<file path="src/rtl/plic_claim_master_pkg.sv">
// Shared types and constants for the PLIC claim/complete bus master.
package plic_claim_master_pkg;

  localparam int SOURCE_ID_WIDTH = 10;
  localparam int WB_ADR_W = 24;
  localparam int WB_DAT_W = 32;
  localparam logic [WB_ADR_W-1:0] CLAIM_OFFSET = 24'h200004;

  typedef enum logic [2:0] {
    ST_IDLE,
    ST_CLAIM_RD,
    ST_DISPATCH,
    ST_SERVICE,
    ST_COMPLETE_WR,
    ST_HOLDOFF
  } claimState_e;

  // The complete write carries the claimed ID zero-extended to the bus width.
  function automatic logic [WB_DAT_W-1:0] idToWord(input logic [SOURCE_ID_WIDTH-1:0] id);
    return {{(WB_DAT_W-SOURCE_ID_WIDTH){1'b0}}, id};
  endfunction

endpackage

</file>
<file path="src/rtl/plic_claim_master_if.sv">
// Wishbone single-master bus bundle between the claim master and the PLIC slave port.
interface plic_claim_master_if;
  import plic_claim_master_pkg::*;

  logic                cyc;
  logic                stb;
  logic                we;
  logic [WB_ADR_W-1:0] adr;
  logic [WB_DAT_W-1:0] datW;
  logic [3:0]          sel;
  logic [WB_DAT_W-1:0] datR;
  logic                ack;

  modport master (output cyc, stb, we, adr, datW, sel, input datR, ack);
  modport slave  (input cyc, stb, we, adr, datW, sel, output datR, ack);

endinterface

</file>
<file path="src/rtl/plic_claim_master_wb.sv">
// Registered single-transfer Wishbone initiator with an ack timeout.
module wb_single_master
  import plic_claim_master_pkg::*;
#(
  parameter logic [WB_ADR_W-1:0] ADDR        = CLAIM_OFFSET,
  parameter int                  ACK_TIMEOUT = 16
) (
  input  logic                clk_i,
  input  logic                rst_i,
  input  logic                req_i,
  input  logic                we_i,
  input  logic [WB_DAT_W-1:0] wdata_i,
  output logic                done_o,
  output logic                timeout_o,
  output logic [WB_DAT_W-1:0] rdata_o,
  plic_claim_master_if.master wb
);

  localparam int TO_W = $clog2(ACK_TIMEOUT);

  logic                cyc_q, cyc_d;
  logic                we_q, we_d;
  logic [WB_ADR_W-1:0] adr_q, adr_d;
  logic [WB_DAT_W-1:0] dat_q, dat_d;
  logic [3:0]          sel_q, sel_d;
  logic [TO_W-1:0]     toCnt_q, toCnt_d;
  logic                ackSeen;
  logic                limitHit;

  // An ack on the limit cycle takes priority over the timeout.
  assign ackSeen  = cyc_q & wb.ack;
  assign limitHit = cyc_q & ~wb.ack & (toCnt_q == TO_W'(ACK_TIMEOUT - 1));

  always_comb begin
    cyc_d   = cyc_q;
    we_d    = we_q;
    adr_d   = adr_q;
    dat_d   = dat_q;
    sel_d   = sel_q;
    toCnt_d = toCnt_q;
    if (ackSeen || limitHit) begin
      cyc_d   = 1'b0;
      we_d    = 1'b0;
      adr_d   = '0;
      dat_d   = '0;
      sel_d   = 4'h0;
      toCnt_d = '0;
    end else if (req_i && !cyc_q) begin
      cyc_d   = 1'b1;
      we_d    = we_i;
      adr_d   = ADDR;
      dat_d   = we_i ? wdata_i : '0;
      sel_d   = 4'hF;
      toCnt_d = '0;
    end else if (cyc_q) begin
      toCnt_d = toCnt_q + 1'b1;
    end
  end

  always_ff @(posedge clk_i) begin
    if (rst_i) begin
      cyc_q   <= 1'b0;
      we_q    <= 1'b0;
      adr_q   <= '0;
      dat_q   <= '0;
      sel_q   <= 4'h0;
      toCnt_q <= '0;
    end else begin
      cyc_q   <= cyc_d;
      we_q    <= we_d;
      adr_q   <= adr_d;
      dat_q   <= dat_d;
      sel_q   <= sel_d;
      toCnt_q <= toCnt_d;
    end
  end

  assign wb.cyc    = cyc_q;
  assign wb.stb    = cyc_q;
  assign wb.we     = we_q;
  assign wb.adr    = adr_q;
  assign wb.datW   = dat_q;
  assign wb.sel    = sel_q;
  assign done_o    = ackSeen;
  assign timeout_o = limitHit;
  assign rdata_o   = wb.datR;

endmodule

</file>
<file path="src/rtl/plic_claim_master.sv">
// Claims the PLIC external IRQ over Wishbone, hands the ID to a consumer, then completes it.
module plic_claim_master
  import plic_claim_master_pkg::*;
#(
  parameter logic [WB_ADR_W-1:0] CLAIM_ADDR  = CLAIM_OFFSET,
  parameter int                  ACK_TIMEOUT = 16,
  parameter int                  HOLDOFF     = 2,
  parameter int                  CNT_W       = 16
) (
  input  logic                       wb_clk_i,
  input  logic                       wb_rst_i,
  input  logic                       en_i,
  input  logic                       external_irq_i,
  plic_claim_master_if.master        wb,
  output logic                       irq_valid_o,
  output logic [SOURCE_ID_WIDTH-1:0] irq_id_o,
  input  logic                       irq_ready_i,
  input  logic                       done_i,
  output logic                       busy_o,
  output logic                       err_o,
  output logic [CNT_W-1:0]           claim_cnt_o
);

  localparam int HOLD_W = (HOLDOFF > 1) ? $clog2(HOLDOFF) : 1;

  claimState_e                state_q, state_d;
  logic [SOURCE_ID_WIDTH-1:0] id_q, id_d;
  logic [CNT_W-1:0]           claimCnt_q, claimCnt_d;
  logic [HOLD_W-1:0]          holdCnt_q, holdCnt_d;
  logic                       err_q, err_d;
  logic                       busReq;
  logic                       busWe;
  logic                       busDone;
  logic                       busTimeout;
  logic [WB_DAT_W-1:0]        busRdata;
  logic                       unusedRdataHi;

  assign unusedRdataHi = ^busRdata[WB_DAT_W-1:SOURCE_ID_WIDTH];

  wb_single_master #(
    .ADDR        (CLAIM_ADDR),
    .ACK_TIMEOUT (ACK_TIMEOUT)
  ) u_bus (
    .clk_i     (wb_clk_i),
    .rst_i     (wb_rst_i),
    .req_i     (busReq),
    .we_i      (busWe),
    .wdata_i   (idToWord(id_q)),
    .done_o    (busDone),
    .timeout_o (busTimeout),
    .rdata_o   (busRdata),
    .wb        (wb)
  );

  // Bus requests are issued on the sampling edge so cyc/stb rise the following cycle.
  always_comb begin
    state_d    = state_q;
    id_d       = id_q;
    claimCnt_d = claimCnt_q;
    holdCnt_d  = '0;
    err_d      = 1'b0;
    busReq     = 1'b0;
    busWe      = 1'b0;
    unique case (state_q)
      ST_IDLE: begin
        if (en_i && external_irq_i) begin
          busReq  = 1'b1;
          state_d = ST_CLAIM_RD;
        end
      end
      ST_CLAIM_RD: begin
        if (busDone) begin
          if (busRdata[SOURCE_ID_WIDTH-1:0] == '0) begin
            state_d = ST_HOLDOFF;
          end else begin
            id_d    = busRdata[SOURCE_ID_WIDTH-1:0];
            state_d = ST_DISPATCH;
            if (claimCnt_q != '1) claimCnt_d = claimCnt_q + 1'b1;
          end
        end else if (busTimeout) begin
          err_d   = 1'b1;
          state_d = ST_HOLDOFF;
        end
      end
      ST_DISPATCH: begin
        if (irq_ready_i) state_d = ST_SERVICE;
      end
      ST_SERVICE: begin
        if (done_i) begin
          busReq  = 1'b1;
          busWe   = 1'b1;
          state_d = ST_COMPLETE_WR;
        end
      end
      ST_COMPLETE_WR: begin
        if (busDone) begin
          state_d = ST_HOLDOFF;
        end else if (busTimeout) begin
          err_d   = 1'b1;
          state_d = ST_HOLDOFF;
        end
      end
      ST_HOLDOFF: begin
        if (holdCnt_q == HOLD_W'(HOLDOFF - 1)) state_d = ST_IDLE;
        else holdCnt_d = holdCnt_q + 1'b1;
      end
      default: state_d = ST_IDLE;
    endcase
  end

  always_ff @(posedge wb_clk_i) begin
    if (wb_rst_i) begin
      state_q    <= ST_IDLE;
      id_q       <= '0;
      claimCnt_q <= '0;
      holdCnt_q  <= '0;
      err_q      <= 1'b0;
    end else begin
      state_q    <= state_d;
      id_q       <= id_d;
      claimCnt_q <= claimCnt_d;
      holdCnt_q  <= holdCnt_d;
      err_q      <= err_d;
    end
  end

  assign irq_valid_o = (state_q == ST_DISPATCH);
  assign irq_id_o    = id_q;
  assign busy_o      = (state_q != ST_IDLE);
  assign err_o       = err_q;
  assign claim_cnt_o = claimCnt_q;

endmodule

</file>
<file path="src/flat_wrapper.sv">
// flat-port wrapper written by rule: the top's interface ports become plain ports
module plic_claim_master_flat import plic_claim_master_pkg::*;
#(
  parameter logic [WB_ADR_W-1:0] CLAIM_ADDR  = CLAIM_OFFSET,
  parameter int                  ACK_TIMEOUT = 16,
  parameter int                  HOLDOFF     = 2,
  parameter int                  CNT_W       = 16
)
  (wb_clk_i, wb_rst_i, en_i, external_irq_i, irq_valid_o, irq_id_o, irq_ready_i, done_i, busy_o, err_o, claim_cnt_o, wb_cyc, wb_stb, wb_we, wb_adr, wb_datW, wb_sel, wb_datR, wb_ack);
  plic_claim_master_if wb_i ();
  input  logic wb_clk_i;
  input  logic wb_rst_i;
  input  logic en_i;
  input  logic external_irq_i;
  output logic irq_valid_o;
  output logic [SOURCE_ID_WIDTH-1:0] irq_id_o;
  input  logic irq_ready_i;
  input  logic done_i;
  output logic busy_o;
  output logic err_o;
  output logic [CNT_W-1:0] claim_cnt_o;
  output wire logic [$bits(wb_i.cyc)-1:0] wb_cyc;
  output wire logic [$bits(wb_i.stb)-1:0] wb_stb;
  output wire logic [$bits(wb_i.we)-1:0] wb_we;
  output wire logic [$bits(wb_i.adr)-1:0] wb_adr;
  output wire logic [$bits(wb_i.datW)-1:0] wb_datW;
  output wire logic [$bits(wb_i.sel)-1:0] wb_sel;
  input wire logic [$bits(wb_i.datR)-1:0] wb_datR;
  input wire logic [$bits(wb_i.ack)-1:0] wb_ack;
  assign wb_cyc = wb_i.cyc;
  assign wb_stb = wb_i.stb;
  assign wb_we = wb_i.we;
  assign wb_adr = wb_i.adr;
  assign wb_datW = wb_i.datW;
  assign wb_sel = wb_i.sel;
  assign wb_i.datR = wb_datR;
  assign wb_i.ack = wb_ack;
  plic_claim_master #(.CLAIM_ADDR(CLAIM_ADDR), .ACK_TIMEOUT(ACK_TIMEOUT), .HOLDOFF(HOLDOFF), .CNT_W(CNT_W)) u_core (.wb_clk_i(wb_clk_i), .wb_rst_i(wb_rst_i), .en_i(en_i), .external_irq_i(external_irq_i), .wb(wb_i), .irq_valid_o(irq_valid_o), .irq_id_o(irq_id_o), .irq_ready_i(irq_ready_i), .done_i(done_i), .busy_o(busy_o), .err_o(err_o), .claim_cnt_o(claim_cnt_o));
endmodule
</file>
<file path="config.mk">
export PLATFORM = sky130hd
export DESIGN_NAME = plic_claim_master_flat
export DESIGN_NICKNAME = d
export VERILOG_FILES = /design/src/rtl/plic_claim_master_pkg.sv /design/src/rtl/plic_claim_master_if.sv /design/src/rtl/plic_claim_master_wb.sv /design/src/rtl/plic_claim_master.sv /design/src/flat_wrapper.sv
export SDC_FILE = /design/constraint.sdc
export NUM_CORES = 1
export LEC_CHECK = 0
export BUFFER_PORTS_ARGS = -buffer_cell sky130_fd_sc_hd__buf_4
export CAP_MARGIN = 40
export CORE_MARGIN = 5
export CORE_UTILIZATION = 40
export CTS_CLUSTER_SIZE = 16
export DETAILED_ROUTE_END_ITERATION = 8
export GPL_TIMING_DRIVEN = 0
export PLACE_DENSITY = 0.86
export SLEW_MARGIN = 20
export SYNTH_ARGS = -nofsm -noshare
export SYNTH_HDL_FRONTEND = slang
export SYNTH_SLANG_ARGS = --single-unit
</file>
<file path="constraint.sdc">
create_clock -name wb_clk_i -period 1.92 [get_ports wb_clk_i]
set_clock_uncertainty 0.1 [all_clocks]
set_input_delay 0.192 -clock wb_clk_i [delete_from_list [all_inputs] [get_ports wb_clk_i]]
set_output_delay 0.192 -clock wb_clk_i [all_outputs]
set_load 0.02 [all_outputs]
</file>
# Word-level counts from Yosys, hierarchy flattened
# Cells that the tools add are included.
# op_classes
n_addsub	3
eq_ne	11
mux	15
n_bitwise	7
reduce_logical	15
# op_table
op	count
$mux W3	8
$pmux W3 S6	1
$add A16 B1 Y16 const B	1
$ne A16 B16 Y1 const B	1
$logic_not A10 Y1	1
$mux W10	1
$reduce_or A3 Y1	3
$reduce_and A4 Y1	2
$eq A3 B2 Y1 const B	2
$eq A3 B3 Y1 const B	2
$ne A2 B1 Y1 const B	3
$add A4 B1 Y4 const B	1
$eq A4 B4 Y1 const B	1
$mux W1	4
$not A1 Y1	4
$reduce_or A2 Y1	2
$and A1 B1 Y1	3
$eq A3 B1 Y1 const B	1
$logic_not A3 Y1	1
$reduce_and A3 Y1	1
$reduce_bool A3 Y1	1
$logic_and A1 B1 Y1	2
$ne A2 B2 Y1 const B	1
$pmux W1 S2	1
3 further kinds	3
# word_totals
regBits	71

# Depth between registers and ports, before layout
# Gate-level depths: netlist of the first run.
# depth
depth_word	6
mapped_depth	7
depth_no_buf	6

# Modules after synthesis
# Synthesis of the first run repeated with hierarchy kept, for this count alone.
# unflattened
hier_cells	435
area_unflattened_um2	3622.2
# by_module_without_submodules
module	instances	cells_each	area_per_inst_um2	seq_area_each_um2
wb_single_master	1	237	1999.4	760.7
plic_claim_master	1	198	1622.8	620.6

# Worst setup path after synthesis of the first run
# OpenSTA, ideal clock, no wires.
# synth_timing
kind	flip-flop to flip-flop
from	register u_core.u_bus.wb.adr[2] (netlist name)
to	register u_core.claimCnt_q[11], in the netlist u_core.claim_cnt_o[11]
setup_time_ns	0.070
arrival_ns	1.940
required_time_ns	1.750
slack_ns	-0.190
stages_incl_launch_ff	8
path_cell_list	dfxtp_1 > buf_4 > nand2_2 > a31oi_4 > nand4_2 > buf_6 > or4_1 > a21oi_1
# synth_rtl
item	line	source
end signal, assigned	plic_claim_master.sv:121	claimCnt_q <= claimCnt_d;
end, declared	plic_claim_master.sv:28	logic [CNT_W-1:0] claimCnt_q, claimCnt_d;

# Worst setup path in the final report of the first run
# layout_timing
from	register u_core.claimCnt_q[0], in the netlist u_core.claim_cnt_o[0]
to	register u_core.claimCnt_q[1], in the netlist u_core.claim_cnt_o[1]
# layout_between
elab_chain_cells	2
# layout_rtl
item
parallel branches: the longest is 2 deep, another holds $add A16 B1 Y16
# Several ways; the timed one is not identified.
# A chain may end at the register's enable or synchronous reset.

==> qor.yml, run 1 <==
cp_max_fo: 5
clk_pin_slew_ps: 90
setup_viol: 0
end_kind: "flip-flop"
root_buffer: "clkbuf_8"
num_rows: 28
final_cells: 485
htree_levels: 2
grt_max_degree: 18
nets: 450
critPathKind: "flip-flop to flip-flop"
grt_pass1_wl_um: 9501
r2r-start: "u_core.claim_cnt_o[0]"
ys_seq_elements: 47
ir_drop_mv: 0.5010
io_buffers: 63
power.density_mw_per_mm2: 603.6
synth.avg_cell_area_um2: 8.504
drt-initial-drc-count: 71
final_cell_mix: "124 x buf_4, 44 x conb_1, 42 x dfxtp_1"
io_pins: 131
syn_inst: 285
status: "completed"
grt_overflow: 0
p_leak_nw: 1.586
fin_crit_sh_pct: 98.66
clockBufferDepth: 2
placed_cells: 466
place.gp.congestion: 0.8185
grt_use_total_pct: 15.16
cts_sinks: 47
rsz0062_at_grt: "true"
cts_tree: "built"
syn2layout_area_growth_pct: 42.90
die_w_um: 87.84
tightest_slew_ps: 550.5
postPlaceCellArea_mm2: 0.003172
start_kind: "flip-flop"
drc: 0
dieArea_mm2: 0.007716
ys.flop_type: "dfxtp_1"
initial_utilization_pct: 40.93
viasPerCell: 4.765
crit_start: "u_core.claim_cnt_o[0]"
ys_types: 45
r2r-end: "u_core.claim_cnt_o[1]"
setup_ws_ps: 25.80
hold_viol_final: 0
antenna_left: 0
worstRegToRegCells: 7
crit_end: "u_core.claim_cnt_o[1]"
dieHeight_um: 87.84
worstPathArrival_ps: 1970
core_area_mm2: 0.005921
pre_cts_ws_ps: -226.7
slew_viol_final: 0
stdcell_area_mm2: 0.003463
synth_area_mm2: 0.002424
hp-class: "primary input to flip-flop"
drtPass1Iterations: 4
grt_pass1_vias: 2119
fillers: 543
wirelength_um: 6291
antenna_found_initial: 0
synth_warnings: 0
slew_headroom_pct: 62.96
wl_per_cell_um: 12.97
synth_top_area_share_pct: 38.82
hpwl_um: 4666
fmax_mhz: 527.9
clk-insertion-delay-late_ps: 300
seq_area_frac_synth_pct: 38.82
period_needed_ps: 1894
synth_area_leaders: "dfxtp_1 39%, buf_4 16%, a21oi_1 5.6%"
maxCapViolCount: 0
final_common_cell: "buf_4"
async_flop_share_pct: 0
r2r_slack_ps: 30
n_antenna_cell: 0
synth-edff-count: 0
vias: 2311
required_ps: 2000
drive_gt1_share_pct: 38.78
synth_top_area_cell: "dfxtp_1"
cts-buffers-inserted: 5
logic make-up after synthesis:
kind of cell / count (synthesis) / share of synthesized area [%]
fa+ha+maj: 2 / 1.032
xor+xnor: 5 / 1.807
buf+inv: 70 / 19.41
other cells: 1 / 0.1547
compound gates: 60 / 16.37
mux: 2 / 0.8261
flops: 47 / 38.82
simple gates: 98 / 21.58
area by class of cell:
type / instances / area [um2] / share of cell area, %
inverters: 4 / 15.01 / 0.4335
repair buffers: 76 / 574.3 / 16.58
well taps: 75 / 93.84 / 2.710
clock inverters: 3 / 43.79 / 1.264
multi-input cells: 211 / 1254 / 36.20
clock buffers: 5 / 68.82 / 1.987
flip-flops and latches: 47 / 954.7 / 27.57
plain buffers: 64 / 459.2 / 13.26
critical path: stages (launching register included):
cell,delay (ps)
dfxtp_4,390
ha_4,150
nand3_4,80
or3_4,440
o211ai_4,230
buf_6,160
mux2i_1,170
nor2_1,50
routing by layer:
metal	up-vias	global-route usage, %	wire length, um
met4	0	4.463	93
met2	117	26.23	3105
met1	1027	18.07	2490
met5	-	0	0
met3	11	4.610	603
li1	1156	-	-
synthesized netlist by cell type, types with 2 or more instances:
cell type / n
a21oi_1: 27
a22o_1: 10
a31oi_1: 2
and2_1: 4
and3_1: 4
buf_2: 4
buf_4: 52
clkbuf_1: 9
dfxtp_1: 47
ha_1: 2
inv_1: 4
mux2i_1: 2
nand2_1: 29
nand2b_1: 3
nand3_1: 12
nand3b_1: 2
nand4_1: 3
nor2_1: 9
nor2b_1: 2
nor3_1: 5
nor3b_1: 2
nor4_1: 2
o21ai_0: 8
o31ai_1: 4
or3_1: 10
or4_1: 5
xnor2_1: 2
xor2_1: 3
worst min path at each step:
stage | from | end | cells past startpoint
6_report | wb_datR[1] | u_core.irq_id_o[1] | 3
5_1_grt | wb_datR[8] | u_core.irq_id_o[8] | 3
4_1_cts | wb_datR[1] | u_core.irq_id_o[1] | 3
3_5_place_dp | wb_ack | u_core.err_o | 2
3_3_place_gp | wb_ack | u_core.err_o | 2
2_1_floorplan | wb_ack | u_core.err_o | 1
flip-flops by register name, indices dropped and copies added, names as in the netlist:
register / count
u_core.claim_cnt_o: 16
u_core.err_o: 1
u_core.holdCnt_q: 1
u_core.irq_id_o: 10
u_core.state_q: 3
u_core.u_bus.toCnt_q: 4
u_core.u_bus.wb.adr: 1
u_core.u_bus.wb.datW: 10
u_core.u_bus.wb.we: 1
what timing repair did:
action,4_1_cts,5_1_grt
hold buffers,1,0
setup buffers,4,7
resized for setup,6,20
endpoints found under the hold margin,1,0
pin swaps,1,6
setup endpoints to repair,25,39
cloned,0,1
report_power, final:
part           switching [W]  internal [W]
logic               0.000205      0.000168
clock network       0.000338      0.000388
registers          0.0000109      0.000980
total               0.000554       0.00154
stage by stage:
step | power [W] | util, % | hold slack [ps] | setup TNS (ps)
2_1_floorplan | 0.001269 | - | 169.3 | -2.918
3_3_place_gp | 0.001344 | 53.57 | 286.4 | -2641
3_5_place_dp | 0.001349 | 53.57 | 286.4 | -3681
4_1_cts | 0.002073 | 56.55 | 37.46 | 0
5_1_grt | 0.002176 | 58.50 | 37.19 | -338.8
6_report | 0.002091 | 58.50 | 43.67 | 0
Note: power is estimated with default switching activity, not from simulation.
==> run 2, diff against run 1 <==
- CORE_ASPECT_RATIO: unset -> 0.6
==> run 2 against run 1 <==
  * Sequential share of layout area grew 0.17 points
  * Count of clock-buffer cells in the layout rose by 2
  * Worst setup slack lost 9.6 ps
  * Die area rose by 0.66%
  * Largest cell class unchanged
  * Sequential power hardly changed
  * Register-to-register slack barely moved
  * Critical path depth did not move
  * Highest routed layer unchanged
  * Power shrank 3.4%
  * Clock power down 8.3%
  * Wire length grew 2.6%
==> qor.yml, run 2 (synthesis results as in run 1) <==
fin_crit_sh_pct: 99.16  # was 98.66%
grt_pass1_vias: 2038  # was 2,119
sw_frac_of_total_pct: 27.33  # was 26.50%
whs_ps: 47.71  # was 43.67 ps
slew_viol_final: 0  # unchanged
r2r_slack_ps: 20  # was 30 ps
worstRegToRegCells: 7  # unchanged
nets: 447  # was 450
rsz0062_at_grt: "true"  # unchanged
p_switching_w: 0.0005522  # was 0.0005540 W
min_to: "u_core.irq_id_o[0]"  # was u_core.irq_id_o[1]
dieArea_mm2: 0.007767  # was 0.007716 mm2
io_pins: 131  # unchanged
grt_use_total_pct: 15.08  # was 15.16%
root_buffer: "clkbuf_8"  # unchanged
hpwl_um: 4743  # was 4666 um
ir_drop_mv: 0.3033  # was 0.5010 mV
critPathSlowestCell: "or3_4"  # unchanged
cts_sinks: 47  # unchanged
initial_utilization_pct: 40.39  # was 40.93%
period_needed_ps: 1904  # was 1894 ps
clk_pin_slew_ps: 100  # was 90 ps
vias: 2264  # was 2,311
min_from: "wb_datR[0]"  # was wb_datR[1]
fillers: 550  # was 543
power.density_mw_per_mm2: 587.0  # was 603.6 mW/mm2
drt-initial-drc-count: 122  # was 71
io_buffers: 63  # unchanged
start_kind: "flip-flop"  # unchanged
largest_register_ffs: 16  # unchanged
cpLargestDelayFamily: "simple AND/OR/NAND/NOR gates"  # unchanged
critPathKind: "flip-flop to flip-flop"  # unchanged
die_w_um: 110.5  # was 87.84 um
sequentialPowerShare_pct: 49.1  # was 47.4%
total_power_w: 0.002020  # was 0.002091 W
regArea_um2: 954.7  # unchanged
holdPathStages: 3  # unchanged
hold_viol_final: 0  # unchanged
wirelength_um: 6452  # was 6291 um
fmax_mhz: 525.3  # was 527.9 MHz
p_int_w: 0.001468  # was 0.001537 W
syn2layout_area_growth_pct: 42.02  # was 42.90%
grt_pass1_wl_um: 9811  # was 9501 um
grt_overflow: 0  # unchanged
crit_buf_inv: 1  # unchanged
required_ps: 2000  # about the same
slew_headroom_pct: 56.36  # was 62.96%
worst_path_largest_cell_delay_ps: 420  # was 440 ps
cts-buffers-inserted: 5  # unchanged
htree_levels: 2  # unchanged
clock_power_share_pct: 33.0  # was 34.7%
cp_max_fo: 5  # unchanged
hp-class: "primary input to flip-flop"  # unchanged
utilization_pct: 57.36  # was 58.50%
antenna_left: 0  # unchanged
path_cells: "ha_4 -> nand3_4 -> or3_4 -> o211ai_4 -> buf_6 -> mux2i_1 -> nor2_1"  # unchanged
pwr-share-comb_pct: 17.9  # was 17.8%
p_leak_nw: 1.565  # was 1.586 nW
drive_gt1_share_pct: 38.57  # was 38.78%
tns_ps: 0  # unchanged
dieHeight_um: 70.30  # was 87.84 um
r2r-end: "u_core.claim_cnt_o[1]"  # unchanged
place.gp.congestion: 0.8228  # was 0.8185
core_area_mm2: 0.006001  # was 0.005921 mm2
cts_tree: "built"  # unchanged
status: "completed"  # unchanged
antenna_found_initial: 0  # unchanged
wl_per_cell_um: 13.14  # was 12.97 um
multi_input_area_mm2: 0.001250  # was 0.001254 mm2
tightest_slew_ps: 648.6  # was 550.5 ps
num_rows: 22  # was 28
n_antenna_cell: 0  # unchanged
final_common_cell: "buf_4"  # unchanged
clk-insertion-delay-late_ps: 300  # about the same
drc: 0  # unchanged
final_cell_mix: "121 x buf_4, 44 x conb_1, 42 x dfxtp_1"  # was 124 x buf_4, 44 x conb_1, 42 x dfxtp_1
end_kind: "flip-flop"  # unchanged
viasPerCell: 4.611  # was 4.765
stdcell_area_mm2: 0.003442  # was 0.003463 mm2
worstPathArrival_ps: 1990  # was 1970 ps
drtPass1Iterations: 4  # unchanged
grt_max_degree: 18  # unchanged
postPlaceCellArea_mm2: 0.003183  # was 0.003172 mm2
r2r-start: "u_core.claim_cnt_o[0]"  # unchanged
maxCapViolCount: 0  # unchanged
clockBufferDepth: 2  # unchanged
setup_viol: 0  # unchanged
==> run 2: worst reg2reg max path: stages (launching register included) <==
cell and delay (ps):
dfxtp_4 380, ha_4 150, nand3_4 90, or3_4 420, o211ai_4 240, buf_6 160, mux2i_1 190, nor2_1 50
==> run 2: final cells by class <==
type	instances	share of cell area, %
plain buffers	64	13.23
clock buffers	7	2.799
clock inverters	1	0.2181
inverters	4	0.4362
multi-input cells	211	36.31
flip-flops and latches	47	27.74
well taps	84	3.053
repair buffers	73	16.21
==> run 2: worst max-delay path by stage <==
| stage | startpoint | end | slack, ps | depth (start not counted) |
|---|---|---|---|---|
| after global routing | u_core.claim_cnt_o[0] | u_core.claim_cnt_o[1] | -40 | 7 |
| after global placement | u_core.u_bus.toCnt_q[0] | u_core.u_bus.wb.datW[4] | -190 | 6 |
| after detailed placement | u_core.u_bus.toCnt_q[0] | u_core.u_bus.wb.datW[6] | -210 | 6 |
| final | u_core.claim_cnt_o[0] | u_core.claim_cnt_o[1] | 20 | 7 |
| after CTS | u_core.claim_cnt_o[0] | u_core.claim_cnt_o[1] | -20 | 7 |
| after floorplan | u_core.claim_cnt_o[1] | u_core.claim_cnt_o[1] | -3 | 7 |
==> run 2: what timing repair did <==
action,4_1_cts,5_1_grt
hold buffers,1,0
hold endpoints to repair,1,0
gates resized for setup,7,19
pin swaps,0,6
gates cloned,1,0
endpoints found under the setup margin,25,39
setup buffers,3,5
==> run 2: power groups by stage <==
| stage | combinational, W | sequential, W | clock, W |
|---|---|---|---|
| 2_1_floorplan | 0.000252 | 0.00102 | 0 |
| 5_1_grt | 0.000388 | 0.000994 | 0.000713 |
| 6_report | 0.000362 | 0.000992 | 0.000666 |
| 3_3_place_gp | 0.000332 | 0.00101 | 0 |
| 4_1_cts | 0.000338 | 0.000996 | 0.000674 |
| 3_5_place_dp | 0.000335 | 0.00101 | 0 |
==> run 2: stage by stage <==
step	setup slack (ps)	cells
floorplan	-2.918	328
global placement	-193.0	475
detailed placement	-211.2	475
CTS	-24.01	487
global route	-43.77	491
finish	16.17	491
==> run 2: per-layer routing <==
layer | GRT usage [%] | vias to the layer above | share of wire [%]
met4 | 3.005 | 0 | 0.68
met2 | 24.40 | 67 | 48
li1 | - | 1154 | -
met1 | 20.25 | 1036 | 45
met3 | 4.156 | 7 | 6.1
met5 | 0 | - | 0
==> run 3, diff against run 2 <==
--- a/constraint.sdc
+++ b/constraint.sdc
@@ -3,3 +3,3 @@
 set_input_delay 0.192 -clock wb_clk_i [delete_from_list [all_inputs] [get_ports wb_clk_i]]
 set_output_delay 0.192 -clock wb_clk_i [all_outputs]
-set_load 0.02 [all_outputs]
+set_load 0.01 [all_outputs]
==> run 3 against run 2 <==
  * Utilization increased by 1.1 points
  * Global-route usage increased by 0.37 points
  * Worst setup slack improved by 17 ps
  * First-iteration DRC count grew 7.4%
  * Fmax increased by 0.88%
  * Flip-flop and latch count unchanged
  * Sequential share of layout area down 0.50 points
  * Die area unchanged
  * Non-clock buffer count is 5 higher
  * Cell count up 1.0%
  * Wire length is 1.2% lower
  * Highest routed layer unchanged
==> qor.yml, run 3 (synthesis results as in run 1) <==
period_needed_ps: 1887  # was 1904 ps
setup_viol: 0  # unchanged
grt_overflow: 0  # unchanged
num_rows: 22  # unchanged
pre_cts_ws_ps: -236.7  # was -211.2 ps
setup_ws_ps: 32.87  # was 16.17 ps
wl_per_cell_um: 12.85  # was 13.14 um
maxCapViolCount: 0  # unchanged
fin_crit_sh_pct: 98.29  # was 99.16%
p_int_w: 0.001665  # was 0.001468 W
total_power_w: 0.002156  # was 0.002020 W
slew_viol_final: 0  # unchanged
hold_viol_final: 0  # unchanged
crit_end: "u_core.claim_cnt_o[1]"  # unchanged
largest_register_ffs: 16  # unchanged
cts_sinks: 47  # unchanged
cts_tree: "built"  # unchanged
critPathKind: "flip-flop to flip-flop"  # unchanged
dieHeight_um: 70.30  # unchanged
core_area_mm2: 0.006001  # unchanged
drt-initial-drc-count: 131  # was 122
clock_power_share_pct: 39.3  # was 33.0%
pwr-share-comb_pct: 14.8  # was 17.9%
htree_levels: 2  # unchanged
grt_use_total_pct: 15.45  # was 15.08%
r2r-start: "u_core.claim_cnt_o[0]"  # unchanged
drtPass1Iterations: 5  # was 4
final_common_cell: "buf_4"  # unchanged
sequentialPowerShare_pct: 46.0  # was 49.1%
hp-class: "primary input to flip-flop"  # unchanged
io_buffers: 63  # unchanged
antenna_left: 0  # unchanged
status: "completed"  # unchanged
grt_pass1_wl_um: 10160  # was 9811 um
r2r_slack_ps: 30  # was 20 ps
nets: 452  # was 447
sw_frac_of_total_pct: 22.77  # was 27.33%
p_switching_w: 0.0004910  # was 0.0005522 W
place.gp.congestion: 0.7822  # was 0.8228
end_kind: "flip-flop"  # unchanged
die_w_um: 110.5  # unchanged
required_ps: 1990  # was 2000 ps
r2r-end: "u_core.claim_cnt_o[1]"  # unchanged
crit_start: "u_core.claim_cnt_o[0]"  # unchanged
worstPathArrival_ps: 1960  # was 1990 ps
ir_drop_mv: 0.3312  # was 0.3033 mV
power.density_mw_per_mm2: 615.0  # was 587.0 mW/mm2
tightest_slew_ps: 501.1  # was 648.6 ps
drive_gt1_share_pct: 39.32  # was 38.57%
start_kind: "flip-flop"  # unchanged
cts-buffers-inserted: 5  # unchanged
wirelength_um: 6376  # was 6452 um
grt_max_degree: 18  # unchanged
clockBufferDepth: 2  # unchanged
fmax_mhz: 529.9  # was 525.3 MHz
io_pins: 131  # unchanged
hpwl_um: 4859  # was 4743 um
drc: 0  # unchanged
viasPerCell: 4.679  # was 4.611
vias: 2321  # was 2,264
antenna_found_initial: 0  # unchanged
final_cell_mix: "127 x buf_4, 44 x conb_1, 42 x dfxtp_1"  # was 121 x buf_4, 44 x conb_1, 42 x dfxtp_1
cp_max_fo: 5  # unchanged
n_antenna_cell: 0  # unchanged
syn2layout_area_growth_pct: 44.66  # was 42.02%
rsz0062_at_grt: "true"  # unchanged
initial_utilization_pct: 40.39  # unchanged
slew_headroom_pct: 66.29  # was 56.36%
grt_pass1_vias: 2149  # was 2,038
root_buffer: "clkbuf_8"  # unchanged
clk-insertion-delay-late_ps: 290  # was 300 ps
worstRegToRegCells: 7  # unchanged
p_leak_nw: 1.606  # was 1.565 nW
clk_pin_slew_ps: 90  # was 100 ps
fillers: 545  # was 550
dieArea_mm2: 0.007767  # unchanged
[run 3: layer usage]
metal | track usage (%) | wire (um) | vias to the layer above | share of wire [%]
met3 | 4.762 | 425 | 4 | 6.7
met5 | 0 | 0 | - | 0
li1 | - | - | 1160 | -
met4 | 4.372 | 30 | 0 | 0.47
met1 | 19.94 | 2773 | 1071 | 43
met2 | 25.00 | 3146 | 86 | 49
[run 3: repair_timing]
item	4_1_cts	5_1_grt
pin swaps	1	4
gates resized for setup	10	19
hold buffers	1	0
setup buffers	3	10
gates cloned	1	0
hold endpoints to repair	1	0
setup endpoints to repair	27	39
[run 3: worst min path at each step]
stage          startpoint            endpoint  cells after the start
6_report       wb_datR[9]  u_core.irq_id_o[9]                      3
5_1_grt        wb_datR[2]  u_core.irq_id_o[2]                      3
4_1_cts        wb_datR[9]  u_core.irq_id_o[9]                      3
3_5_place_dp       wb_ack        u_core.err_o                      2
3_3_place_gp       wb_ack        u_core.err_o                      2
2_1_floorplan      wb_ack        u_core.err_o                      1
[run 3: stage by stage]
step | TNS, ps | hold slack (ps) | util [%] | cell area, um2 | std cells
finish | 0 | 43.29 | 58.42 | 3506 | 496
global route | -232.1 | 54.82 | 58.42 | 3506 | 496
CTS | -30.14 | 41.53 | 56.28 | 3377 | 487
detailed placement | -4658 | 301.4 | 52.81 | 3169 | 475
global placement | -3131 | 303.3 | 52.81 | 3169 | 475
floorplan | 0 | 169.3 | - | 2591 | 328
[run 3: power by group through the flow]
stage	Combinational (W)	Clock (W)	Sequential, W
floorplan	0.000200	0	0.00102
global placement	0.000276	0	0.00101
detailed placement	0.000280	0	0.00102
CTS	0.000286	0.000861	0.000996
global route	0.000345	0.000897	0.000993
finish	0.000318	0.000847	0.000991
[run 3: area by class of cell]
class	count	area, um2	share of cell area [%]
multi-input cells	211	1252	35.72
plain buffers	64	454.2	12.96
repair buffers	78	591.8	16.88
flip-flops and latches	47	954.7	27.23
clock buffers	6	72.57	2.070
well taps	84	105.1	2.998
inverters	4	15.01	0.4283
clock inverters	2	60.06	1.713
[run 3: worst max-delay path, stage by stage (launching register included)]
cell	delay [ps]
dfxtp_4	380
ha_4	150
nand3_4	80
or3_4	440
o211ai_4	240
buf_6	160
mux2i_1	180
nor2_1	50
